## src/rtl/isp_pkg.sv

```systemverilog
// Shared ISP stream types: default raster constants and the tagged-pixel record
// carried between the gray receiver and its skid buffer.
package isp_pkg;

  localparam int ISP_IMG_W  = 1920;
  localparam int ISP_IMG_H  = 1080;
  localparam int ISP_PIX_DW = 8;

  // Coordinate width that stays legal for 1-pixel dimensions.
  function automatic int isp_cw(input int n);
    return (n > 1) ? $clog2(n) : 1;
  endfunction

  localparam int ISP_XW = isp_cw(ISP_IMG_W);
  localparam int ISP_YW = isp_cw(ISP_IMG_H);

  typedef struct packed {
    logic [ISP_PIX_DW-1:0] data;
    logic [ISP_XW-1:0]     x;
    logic [ISP_YW-1:0]     y;
    logic                  sof;
    logic                  eol;
    logic                  eof;
  } isp_pix_tag_t;

endpackage

```

## src/rtl/isp_skid2.sv

```systemverilog
// Two-entry valid/ready buffer for tagged pixels; head entry drives the output
// and in_ready comes straight from a flop.
module isp_skid2
  import isp_pkg::*;
(
  input  logic         clk,
  input  logic         rst,
  input  isp_pix_tag_t in_tag,
  input  logic         in_valid,
  output logic         in_ready,
  output isp_pix_tag_t out_tag,
  output logic         out_valid,
  input  logic         out_ready
);

  isp_pix_tag_t head;
  isp_pix_tag_t skid;
  logic [1:0]   cnt;
  logic [1:0]   cnt_nxt;
  logic         push;
  logic         pop;

  assign push      = in_valid && in_ready;
  assign pop       = out_valid && out_ready;
  assign out_valid = (cnt != 2'd0);
  assign out_tag   = head;

  always_comb begin
    cnt_nxt = cnt;
    if (push && !pop)
      cnt_nxt = cnt + 2'd1;
    else if (pop && !push)
      cnt_nxt = cnt - 2'd1;
  end

  // in_ready is low whenever cnt is 2, so push and pop never meet at full.
  always_ff @(posedge clk) begin
    if (rst) begin
      cnt      <= 2'd0;
      head     <= '0;
      skid     <= '0;
      in_ready <= 1'b0;
    end else begin
      cnt      <= cnt_nxt;
      in_ready <= (cnt_nxt != 2'd2);
      if (pop) begin
        head <= (cnt == 2'd2) ? skid : in_tag;
      end else if (push) begin
        if (cnt == 2'd0)
          head <= in_tag;
        else
          skid <= in_tag;
      end
    end
  end

endmodule

```

## src/rtl/isp_gray_rx.sv

```systemverilog
// Gray pixel stream receiver: tags each accepted pixel with raster position and
// frame flags. Optional completed-frame counter under ISP_GRAY_RX_FRMCNT_EN.
module isp_gray_rx
  import isp_pkg::*;
#(
  parameter int IMG_W = ISP_IMG_W,
  parameter int IMG_H = ISP_IMG_H,
  parameter int DW    = ISP_PIX_DW
)
(
  input  logic                      clk,
  input  logic                      rst,
  input  logic [DW-1:0]             data_m_gray,
  input  logic                      valid_m,
  output logic                      ready_m,
  output logic [DW-1:0]             data_s_gray,
  output logic                      valid_s,
  input  logic                      ready_s,
  output logic [isp_cw(IMG_W)-1:0]  x_s,
  output logic [isp_cw(IMG_H)-1:0]  y_s,
  output logic                      sof_s,
  output logic                      eol_s,
  output logic                      eof_s
`ifdef ISP_GRAY_RX_FRMCNT_EN
  ,
  output logic [15:0]               frame_cnt
`endif
);

  localparam int XW = isp_cw(IMG_W);
  localparam int YW = isp_cw(IMG_H);
  localparam logic [XW-1:0] X_LAST = XW'(IMG_W - 1);
  localparam logic [YW-1:0] Y_LAST = YW'(IMG_H - 1);

  logic [XW-1:0] xc;
  logic [YW-1:0] yc;
  logic          in_acc;
  isp_pix_tag_t  in_tag;
  isp_pix_tag_t  out_tag;

  assign in_acc = valid_m && ready_m;

  always_comb begin
    in_tag      = '0;
    in_tag.data = ISP_PIX_DW'(data_m_gray);
    in_tag.x    = ISP_XW'(xc);
    in_tag.y    = ISP_YW'(yc);
    in_tag.sof  = (xc == '0) && (yc == '0);
    in_tag.eol  = (xc == X_LAST);
    in_tag.eof  = (xc == X_LAST) && (yc == Y_LAST);
  end

  // Raster position advances only on input handshakes; frames run back to back.
  always_ff @(posedge clk) begin
    if (rst) begin
      xc <= '0;
      yc <= '0;
    end else if (in_acc) begin
      if (xc == X_LAST) begin
        xc <= '0;
        yc <= (yc == Y_LAST) ? '0 : yc + 1'b1;
      end else begin
        xc <= xc + 1'b1;
      end
    end
  end

  isp_skid2 u_skid (
    .clk       (clk),
    .rst       (rst),
    .in_tag    (in_tag),
    .in_valid  (valid_m),
    .in_ready  (ready_m),
    .out_tag   (out_tag),
    .out_valid (valid_s),
    .out_ready (ready_s)
  );

  assign data_s_gray = DW'(out_tag.data);
  assign x_s         = XW'(out_tag.x);
  assign y_s         = YW'(out_tag.y);
  assign sof_s       = out_tag.sof;
  assign eol_s       = out_tag.eol;
  assign eof_s       = out_tag.eof;

`ifdef ISP_GRAY_RX_FRMCNT_EN
  logic [15:0] frame_cnt_q;

  always_ff @(posedge clk) begin
    if (rst)
      frame_cnt_q <= 16'd0;
    else if (valid_s && ready_s && eof_s)
      frame_cnt_q <= frame_cnt_q + 16'd1;
  end

  assign frame_cnt = frame_cnt_q;
`endif

endmodule

```

## config.mk

```make
export PLATFORM = sky130hd
export DESIGN_NAME = isp_gray_rx
export DESIGN_NICKNAME = d
export VERILOG_FILES = /design/src/rtl/isp_pkg.sv /design/src/rtl/isp_skid2.sv /design/src/rtl/isp_gray_rx.sv
export SDC_FILE = /design/constraint.sdc
export NUM_CORES = 1
export LEC_CHECK = 0
export CAP_MARGIN = 5
export CORE_ASPECT_RATIO = 1.25
export CORE_UTILIZATION = 30
export CTS_BUF_LIST = sky130_fd_sc_hd__clkbuf_2
export CTS_CLUSTER_SIZE = 30
export DETAILED_ROUTE_END_ITERATION = 6
export GPL_ROUTABILITY_DRIVEN = 0
export PLACE_DENSITY = 0.57
export SKIP_LAST_GASP = 1
export SLEW_MARGIN = 15
export SYNTH_ARGS = -nofsm -noshare
export SYNTH_HDL_FRONTEND = slang
export SYNTH_HIERARCHICAL = 1
export SYNTH_SLANG_ARGS = --single-unit
```

## constraint.sdc

```tcl
create_clock -name clk -period 6.32 [get_ports clk]
set_input_delay 1.896 -clock clk [delete_from_list [all_inputs] [get_ports clk]]
set_output_delay 1.896 -clock clk [all_outputs]
set_load 0.02 [all_outputs]
```

# Word level (Yosys, flattened, before mapping)
# Cells that the tools add are included.
# classes
add_sub_neg	4
mul	0
div	0
order_cmp	0
eq_ne	4
n_shift	0
n_mux	8
n_bitwise	2
reduce_logical	17
# ops
operator	n
$mux 33	4
$add 11x1->11 const B	2
$eq 11x11->1 const B	2
$logic_not 11->1	2
$mux 11	2
$logic_and 1x1->1	6
$reduce_bool 2->1	3
$mux 2	2
$reduce_and 2->1	2
$reduce_and 3->1	1
$add 2x1->2 const B	1
$eq 2x2->1 const B	1
$logic_not 1->1	2
$logic_not 2->1	1
$ne 2x2->1 const B	1
$not 1->1	2
$sub 2x1->2 const B	1
# totals
regBits	91
latch_bits	0
mem_bits_rw	0
rom_bits	0
in_bits	12
out_inout_bits	35
wordCells	51
n_memories	0

# Logic depth before layout (Yosys ltp)
# Gate-level depths: netlist of run 1.
# depth
word_depth	6
depth_mapped	8
ltp_nobuf	6

# By module
# The synthesis of run 1 kept the hierarchy.
# modules_own_cells
module	n_inst	cells_each	area_each_um2	seq_area_each_um2
isp_skid2	1	353	2773.9	1381.3
isp_gray_rx	1	150	1201.2	440.4

# Worst setup path before layout of run 1
# OpenSTA, ideal clock, no wires.
# synth_path
path_kind	in2reg
startpoint	input port valid_m
endpoint	register yc[3]
setup_ns	0.070
t_arrival_ns	3.105
required_ns	6.250
slack_ns	3.145
cell_stages	5
n_path_buf	1
path_cell_list	nand2_1 > or4_1 > buf_2 > or4_1 > a21oi_1
# synth_via
elab_chain_cells	2
# synth_rtl
item	line_no	source
from (decl)	isp_gray_rx.sv:14	input logic valid_m,
$logic_and 1x1->1	isp_gray_rx.sv:41	assign in_acc = valid_m && ready_m;
$reduce_and 2->1 (no source line)	n/a	
to (signal assigned)	isp_gray_rx.sv:61	yc <= (yc == Y_LAST) ? '0 : yc + 1'b1;
to (decl)	isp_gray_rx.sv:36	logic [YW-1:0] yc;
# Every way passes these cells.
# A chain may end at the register's enable or synchronous reset.

# Final worst setup path of run 1
# layout_path
startpoint	register u_skid.cnt[0]
endpoint	output port valid_s
# layout_via
elab_chain_cells	1
# layout_rtl
item	line_no	source
from (decl)	isp_skid2.sv:18	logic [1:0] cnt;
from (signal assigned)	isp_skid2.sv:44	cnt <= cnt_nxt;
$reduce_bool 2->1	isp_skid2.sv:25	assign out_valid = (cnt != 2'd0);
to (decl)	isp_gray_rx.sv:17	output logic valid_s,
# Every way passes these cells.

==> results of run 1 <==
layer usage:
layer	track usage, %	vias to the layer above	part of all wire, %
met2	24.39	77	49
met4	6.628	0	0.94
met3	3.919	5	5.2
li1	-	1782	-
met5	0	-	0
met1	17.79	1628	45
final timing paths:
kind | from | end | slack [ns] | depth (start not counted)
max | u_skid/cnt[0] | valid_s | 2.35 | 4
min | u_skid/skid[28] | u_skid/skid[28] | 0.47 | 2
min reg2reg | u_skid/skid[28] | u_skid/skid[28] | 0.47 | 2
max reg2reg | xc[1] | yc[8] | 3.94 | 5
flip-flops by register name (all words and copies together) (netlist names):
name and count:
u_skid/out_tag 33, u_skid/skid 33, xc 11, yc 11, u_skid/cnt 2, u_skid/in_ready 1
per-stage QoR:
stage	std cells	total power (W)	utilization (%)
2_1_floorplan	503	0.001098	-
3_3_place_gp	686	0.001295	35.32
3_5_place_dp	686	0.001311	35.32
4_1_cts	700	0.001585	36.06
5_1_grt	701	0.001667	36.09
6_report	701	0.001561	36.09
final cells by class:
cell class	instances	share of cell area, %
antenna	1	0.05426
multi-input combinational	362	42.02
clock buffer	10	1.085
clock inverter	4	0.9495
sequential	91	39.50
tap	168	4.558
timing repair buffer	51	10.69
inverter	14	1.139
cell families (layout without fill, tap and decap cells):
family / after synthesis / count (layout)
simple gates: 249 / 249
mux: 1 / 1
xor+xnor: 13 / 13
fa+ha+maj: 6 / 6
compound gates: 93 / 93
buf+inv: 50 / 79
other cells: 0 / 1
flops: 91 / 91
synthesized netlist by cell type, types with 2 or more instances:
| cell type | count | share of area [%] |
|---|---|---|
| nand2_1 | 149 | 14 |
| xor2_1 | 5 | 1.1 |
| buf_2 | 13 | 1.6 |
| nor4_1 | 9 | 1.4 |
| a311oi_1 | 34 | 7.5 |
| nor3_1 | 5 | 0.63 |
| o21ai_0 | 7 | 0.88 |
| and2_1 | 3 | 0.47 |
| ha_1 | 6 | 1.9 |
| o211ai_1 | 2 | 0.38 |
| nand3_1 | 12 | 1.5 |
| xnor2_1 | 8 | 1.8 |
| and4_1 | 2 | 0.44 |
| nand4b_1 | 2 | 0.44 |
| or4_1 | 6 | 1.1 |
| o221ai_1 | 2 | 0.44 |
| buf_4 | 5 | 0.94 |
| or3_1 | 4 | 0.63 |
| a21oi_1 | 40 | 5.0 |
| nor2_1 | 47 | 4.4 |
| inv_1 | 13 | 1.2 |
| dfxtp_1 | 91 | 46 |
| nand4_1 | 4 | 0.63 |
| clkbuf_1 | 16 | 1.5 |
critical path, delay by kind of cell, from the launching register on:
family / cells / cell delay (ns)
buf+inv: 3 / 0.83
flops: 1 / 0.43
fa+ha+maj: 1 / 0.30
power by group through the flow:
stage | combinational, W | sequential, W | clock (W)
after floorplan | 0.000296 | 0.000802 | 0
final | 0.000583 | 0.000709 | 0.000269
after CTS | 0.000590 | 0.000710 | 0.000285
after detailed placement | 0.000589 | 0.000722 | 0
after global routing | 0.000635 | 0.000722 | 0.000309
after global placement | 0.000575 | 0.000720 | 0
==> results.py, run 1 <==
metrics = {
    "cts": {
        "clkTransAtPathRegs_ns": 0.22,
        "hold_buffers": 0,
        "clockBufferDepth": 2,
        "cts_max_level": 3,
        "clockRootBuffer": "clkbuf_2",
        "post_cts_buffers": 0,
        "post_cts_resized": 0,
        "cts_tree": "done",
        "insertion_delay_ns": 0.53,
        "cts_made_buffers": 9,
        "clkSinkCount": 91,
    },
    "critical_path": {
        "cp_data_required_time_ns": 4.42,
        "crit_type": "reg2out",
        "critPathMaxStageDelay_ns": 0.61,
        "end_kind": "output pin",
        "slowest_stage": "clkdlybuf4s50_1",
        "worstPathArrival_ns": 2.07,
        "crit_fanout": 4,
        "crit_chain": "inv_1, ha_1, inv_2, clkdlybuf4s50_1",
        "cp-start-kind": "flip-flop",
    },
    "routing": {
        "post_drt_wl_per_cell_um": 13.44,
        "drt_iter0_markers": 176,
        "viasPerCell": 4.981,
        "routed_wl_um": 9422,
        "ant_nets": 0,
        "drc_errors": 0,
        "first_pass_iters": 4,
        "vias": 3492,
    },
    "status": {
        "status": "finished, final reports clean",
    },
    "synthesis": {
        "synth_mux_area_share_pct": 0.2518,
        "syn-instance-count": 503,
        "synthAdderAreaFrac_pct": 1.889,
        "synth_xor_area_share_pct": 2.864,
        "syn_area_mm2": 0.003975,
        "ys.flop_type": "dfxtp_1",
        "async_reset_ff_share_pct": 0,
        "synth_compound_area_share_pct": 15.90,
        "synth.yosys.seq_area_share_pct": 45.83,
        "synth-edff-count": 0,
        "postSynthAreaPerCell_um2": 7.903,
        "ys_ff_latch": 91,
        "synth_cell_types": 42,
        "synth_top_family_by_area": "simple AND/OR/NAND/NOR gates",
        "synthesis.nets": 521,
        "yosysWarnings": 6,
        "synth_simple_gate_area_share_pct": 27.45,
    },
    "grt": {
        "grt_pass1_vias": 3269,
        "grt_max_degree": 59,
        "antenna_found_initial": 1,
        "grt_util_all_layers_pct": 14.63,
        "grt_pass1_wl_um": 15940,
        "overflow": 0,
    },
    "run": {
        "drv_cap": 0,
    },
    "floorplanning": {
        "core_mm2": 0.01278,
        "ioPinCount": 47,
        "die_w_um": 105.0,
        "chipHeight_um": 130.7,
        "start_util_pct": 31.11,
        "die-area_mm2": 0.01372,
        "row_count": 46,
    },
    "sta": {
        "setup_tns_ns": 0,
        "setup_slack_ns": 2.352,
        "whs_ns": 0.4696,
        "layout_min_cycle_time_ns": 3.968,
        "clock.fmax_mhz": 252.0,
        "slew_violations": 0,
        "maxSlewHeadroom_pct": 23.39,
        "finalHoldViolations": 0,
        "setup_viol_count_final": 0,
        "worst_pin_slew_ns": 1.145,
        "fin_crit_sh_pct": 62.78,
        "finClkSkew_ns": 0.02124,
        "rsz0062_at_grt": "false",
    },
    "placement": {
        "place_ws_ns": 1.969,
        "postPlaceCellArea_mm2": 0.004513,
        "io_buffers": 46,
        "place_hpwl_um": 6384,
    },
    "layout": {
        "area_delta_synth_final_pct": 16.02,
        "fill_cells": 1348,
        "layout.nets": 547,
        "multiInputGateArea_mm2": 0.001938,
        "mostFrequentLayoutCells": "nand2_1, dfxtp_1, nor2_1",
        "seqCellArea_mm2": 0.001822,
        "layout-drive-gt1-share_pct": 4.887,
        "mostFrequentLayoutCell": "nand2_1",
        "final_area_mm2": 0.004612,
    },
    "pwr": {
        "p_leak_nw": 1.467,
        "p_per_area_mw_per_mm2": 338.4,
        "clkPwrFrac_pct": 17.3,
        "p_switching_w": 0.0005700,
        "pwr-share-seq_pct": 45.4,
        "p_sw_share_pct": 36.52,
        "peakVddDrop_v": 0.0002193,
        "power.internal_w": 0.0009906,
        "comb_power_share_pct": 37.3,
    },
    "min_path": {
        "hold_path.class": "reg2reg",
    },
}
Power figures use the tool's default switching activity.
==> run 2, diff against run 1 <==
--- a/config.mk
+++ b/config.mk
@@ -12,7 +12,7 @@
 export CTS_CLUSTER_SIZE = 30
 export DETAILED_ROUTE_END_ITERATION = 6
 export GPL_ROUTABILITY_DRIVEN = 0
-export PLACE_DENSITY = 0.57
+export PLACE_DENSITY = 0.59
 export SKIP_LAST_GASP = 1
 export SLEW_MARGIN = 15
 export SYNTH_ARGS = -nofsm -noshare
==> constraint.sdc (replaced) <==
create_clock -name clk -period 3.4 [get_ports clk]
set_input_delay 1.02 -clock clk [delete_from_list [all_inputs] [get_ports clk]]
set_output_delay 1.02 -clock clk [all_outputs]
set_load 0.02 [all_outputs]
==> results.py, run 2 (synthesized netlist as in run 1, its figures left out) <==
metrics = {
    "routing": {
        "drt_iter0_markers": 197,
        "routed_wl_um": 9306,
        "viasPerCell": 4.980,
        "first_pass_iters": 4,
        "vias": 3536,
        "ant_nets": 0,
        "drc_errors": 0,
        "post_drt_wl_per_cell_um": 13.11,
    },
    "critical_path": {
        "cp_data_required_time_ns": 2.38,
        "timing.reg2reg.worst_path_depth": 5,
        "crit_chain": "inv_1, ha_1, inv_2, clkdlybuf4s50_1",
        "cp-start-kind": "flip-flop",
        "crit_fanout": 4,
        "rr_startpoint": "xc[1]",
        "critPathMaxStageDelay_ns": 0.61,
        "r2r-end": "yc[6]",
        "end_kind": "output pin",
        "worstPathArrival_ns": 2.13,
        "crit_type": "reg2out",
        "slowest_stage": "clkdlybuf4s50_1",
        "reg2reg_slack_ns": 1.03,
        "startpoint": "u_skid/cnt[0]",
    },
    "grt": {
        "overflow": 0,
        "grt_pass1_wl_um": 15330,
        "grt_pass1_vias": 3216,
        "grt_max_degree": 62,
        "grt_util_all_layers_pct": 13.97,
        "antenna_found_initial": 1,
    },
    "layout": {
        "final_core_util_pct": 36.59,
        "mostFrequentLayoutCells": "nand2_1, dfxtp_1, nor2_1",
        "seqCellArea_mm2": 0.001822,
        "layout.nets": 554,
        "multiInputGateArea_mm2": 0.001936,
        "fill_cells": 1360,
        "area_delta_synth_final_pct": 17.63,
        "mostFrequentLayoutCell": "nand2_1",
        "layout-drive-gt1-share_pct": 6.470,
    },
    "cts": {
        "clockRootBuffer": "clkbuf_2",
        "cts_tree": "done",
        "cts_made_buffers": 9,
        "cts_max_level": 3,
        "clockBufferDepth": 2,
        "hold_buffers": 0,
        "post_cts_buffers": 0,
        "clkSinkCount": 91,
        "clkTransAtPathRegs_ns": 0.24,
        "insertion_delay_ns": 0.57,
        "post_cts_resized": 0,
    },
    "sta": {
        "finClkSkew_ns": 0.01749,
        "setup_viol_count_final": 0,
        "setup_slack_ns": 0.2530,
        "slew_violations": 0,
        "maxSlewHeadroom_pct": 58.17,
        "layout_min_cycle_time_ns": 3.147,
        "rsz0062_at_grt": "false",
        "clock.fmax_mhz": 317.8,
        "fin_crit_sh_pct": 92.56,
        "setup_tns_ns": 0,
        "worst_pin_slew_ns": 0.6274,
        "whs_ns": 0.4705,
        "finalHoldViolations": 0,
    },
    "min_path": {
        "min_to": "u_skid/skid[0]",
        "hold_path.class": "reg2reg",
        "hold_path_depth": 2,
        "hp-start": "u_skid/skid[0]",
    },
    "pwr": {
        "p_leak_nw": 1.505,
        "peakVddDrop_v": 0.0002457,
        "p_per_area_mw_per_mm2": 616.7,
    },
    "run": {
        "drv_cap": 0,
    },
    "floorplanning": {
        "row_count": 46,
        "core_mm2": 0.01278,
        "die-area_mm2": 0.01372,
        "start_util_pct": 31.11,
        "chipHeight_um": 130.7,
        "die_w_um": 105.0,
        "ioPinCount": 47,
    },
    "status": {
        "status": "finished, final reports clean",
    },
    "placement": {
        "io_buffers": 46,
        "place_hpwl_um": 6413,
        "place_ws_ns": 0.4457,
    },
}
run 2: changes by cell type in the layout (fill, tap and decap cells not counted):
cell,delta
clkinv_1,-1
clkinvlp_4,+1
buf_4,+5
clkinv_2,+3
nand2_1,+1
nand2_2,-1
buf_12,+2
bufinv_16,-1
run 2: worst max-delay path, delay by kind of cell (launching register included):
family / cells / cell delay, ns
adder cells (fa/ha/maj): 1 / 0.30
buffers and inverters: 3 / 0.81
flip-flops: 1 / 0.45
run 2: how the worst max path moves through the flow:
stage,to,slack [ns],cells past startpoint
3_5_place_dp,yc[6],0.45,5
6_report,valid_s,0.25,4
2_1_floorplan,yc[3],1.10,5
3_3_place_gp,yc[5],0.50,5
4_1_cts,valid_s,0.21,4
5_1_grt,valid_s,0.14,4
run 2: power by group:
group          switching (W)  internal, W  leakage, nW
combinational       0.000625     0.000477        0.704
clock               0.000370    0.0000928       0.0612
sequential         0.0000949      0.00122        0.740
run 2: layer usage:
layer	track usage [%]	share of wire, %	vias up
met5	0	0	-
met1	16.72	46	1672
met3	2.381	3.4	11
met4	6.794	2.0	0
met2	24.46	48	56
li1	-	-	1797
run 2: per-stage QoR:
stage	std cells	cell area, um2	power, W
final	710	4676	0.002883
after detailed placement	693	4591	0.002456
after floorplan	503	3975	0.002041
after global placement	693	4591	0.002436
after global routing	710	4676	0.003072
after CTS	709	4673	0.002917
run 2: area by class of cell:
class	count	area share, %
Antenna cell	1	0.05352
Sequential cell	91	38.96
Multi-Input combinational cell	362	41.40
Inverter	14	1.124
Clock inverter	6	0.6957
Clock buffer	10	1.070
Timing Repair Buffer	58	12.20
Tap cell	168	4.496
==> run 3, diff against run 2 <==
--- a/config.mk
+++ b/config.mk
@@ -9,7 +9,7 @@
 export CORE_ASPECT_RATIO = 1.25
 export CORE_UTILIZATION = 30
 export CTS_BUF_LIST = sky130_fd_sc_hd__clkbuf_2
-export CTS_CLUSTER_SIZE = 30
+export CTS_CLUSTER_SIZE = 25
 export DETAILED_ROUTE_END_ITERATION = 6
 export GPL_ROUTABILITY_DRIVEN = 0
 export PLACE_DENSITY = 0.59
==> results of run 3 <==
Same layout as run 2: the final DEF is identical, and so are final timing and power.
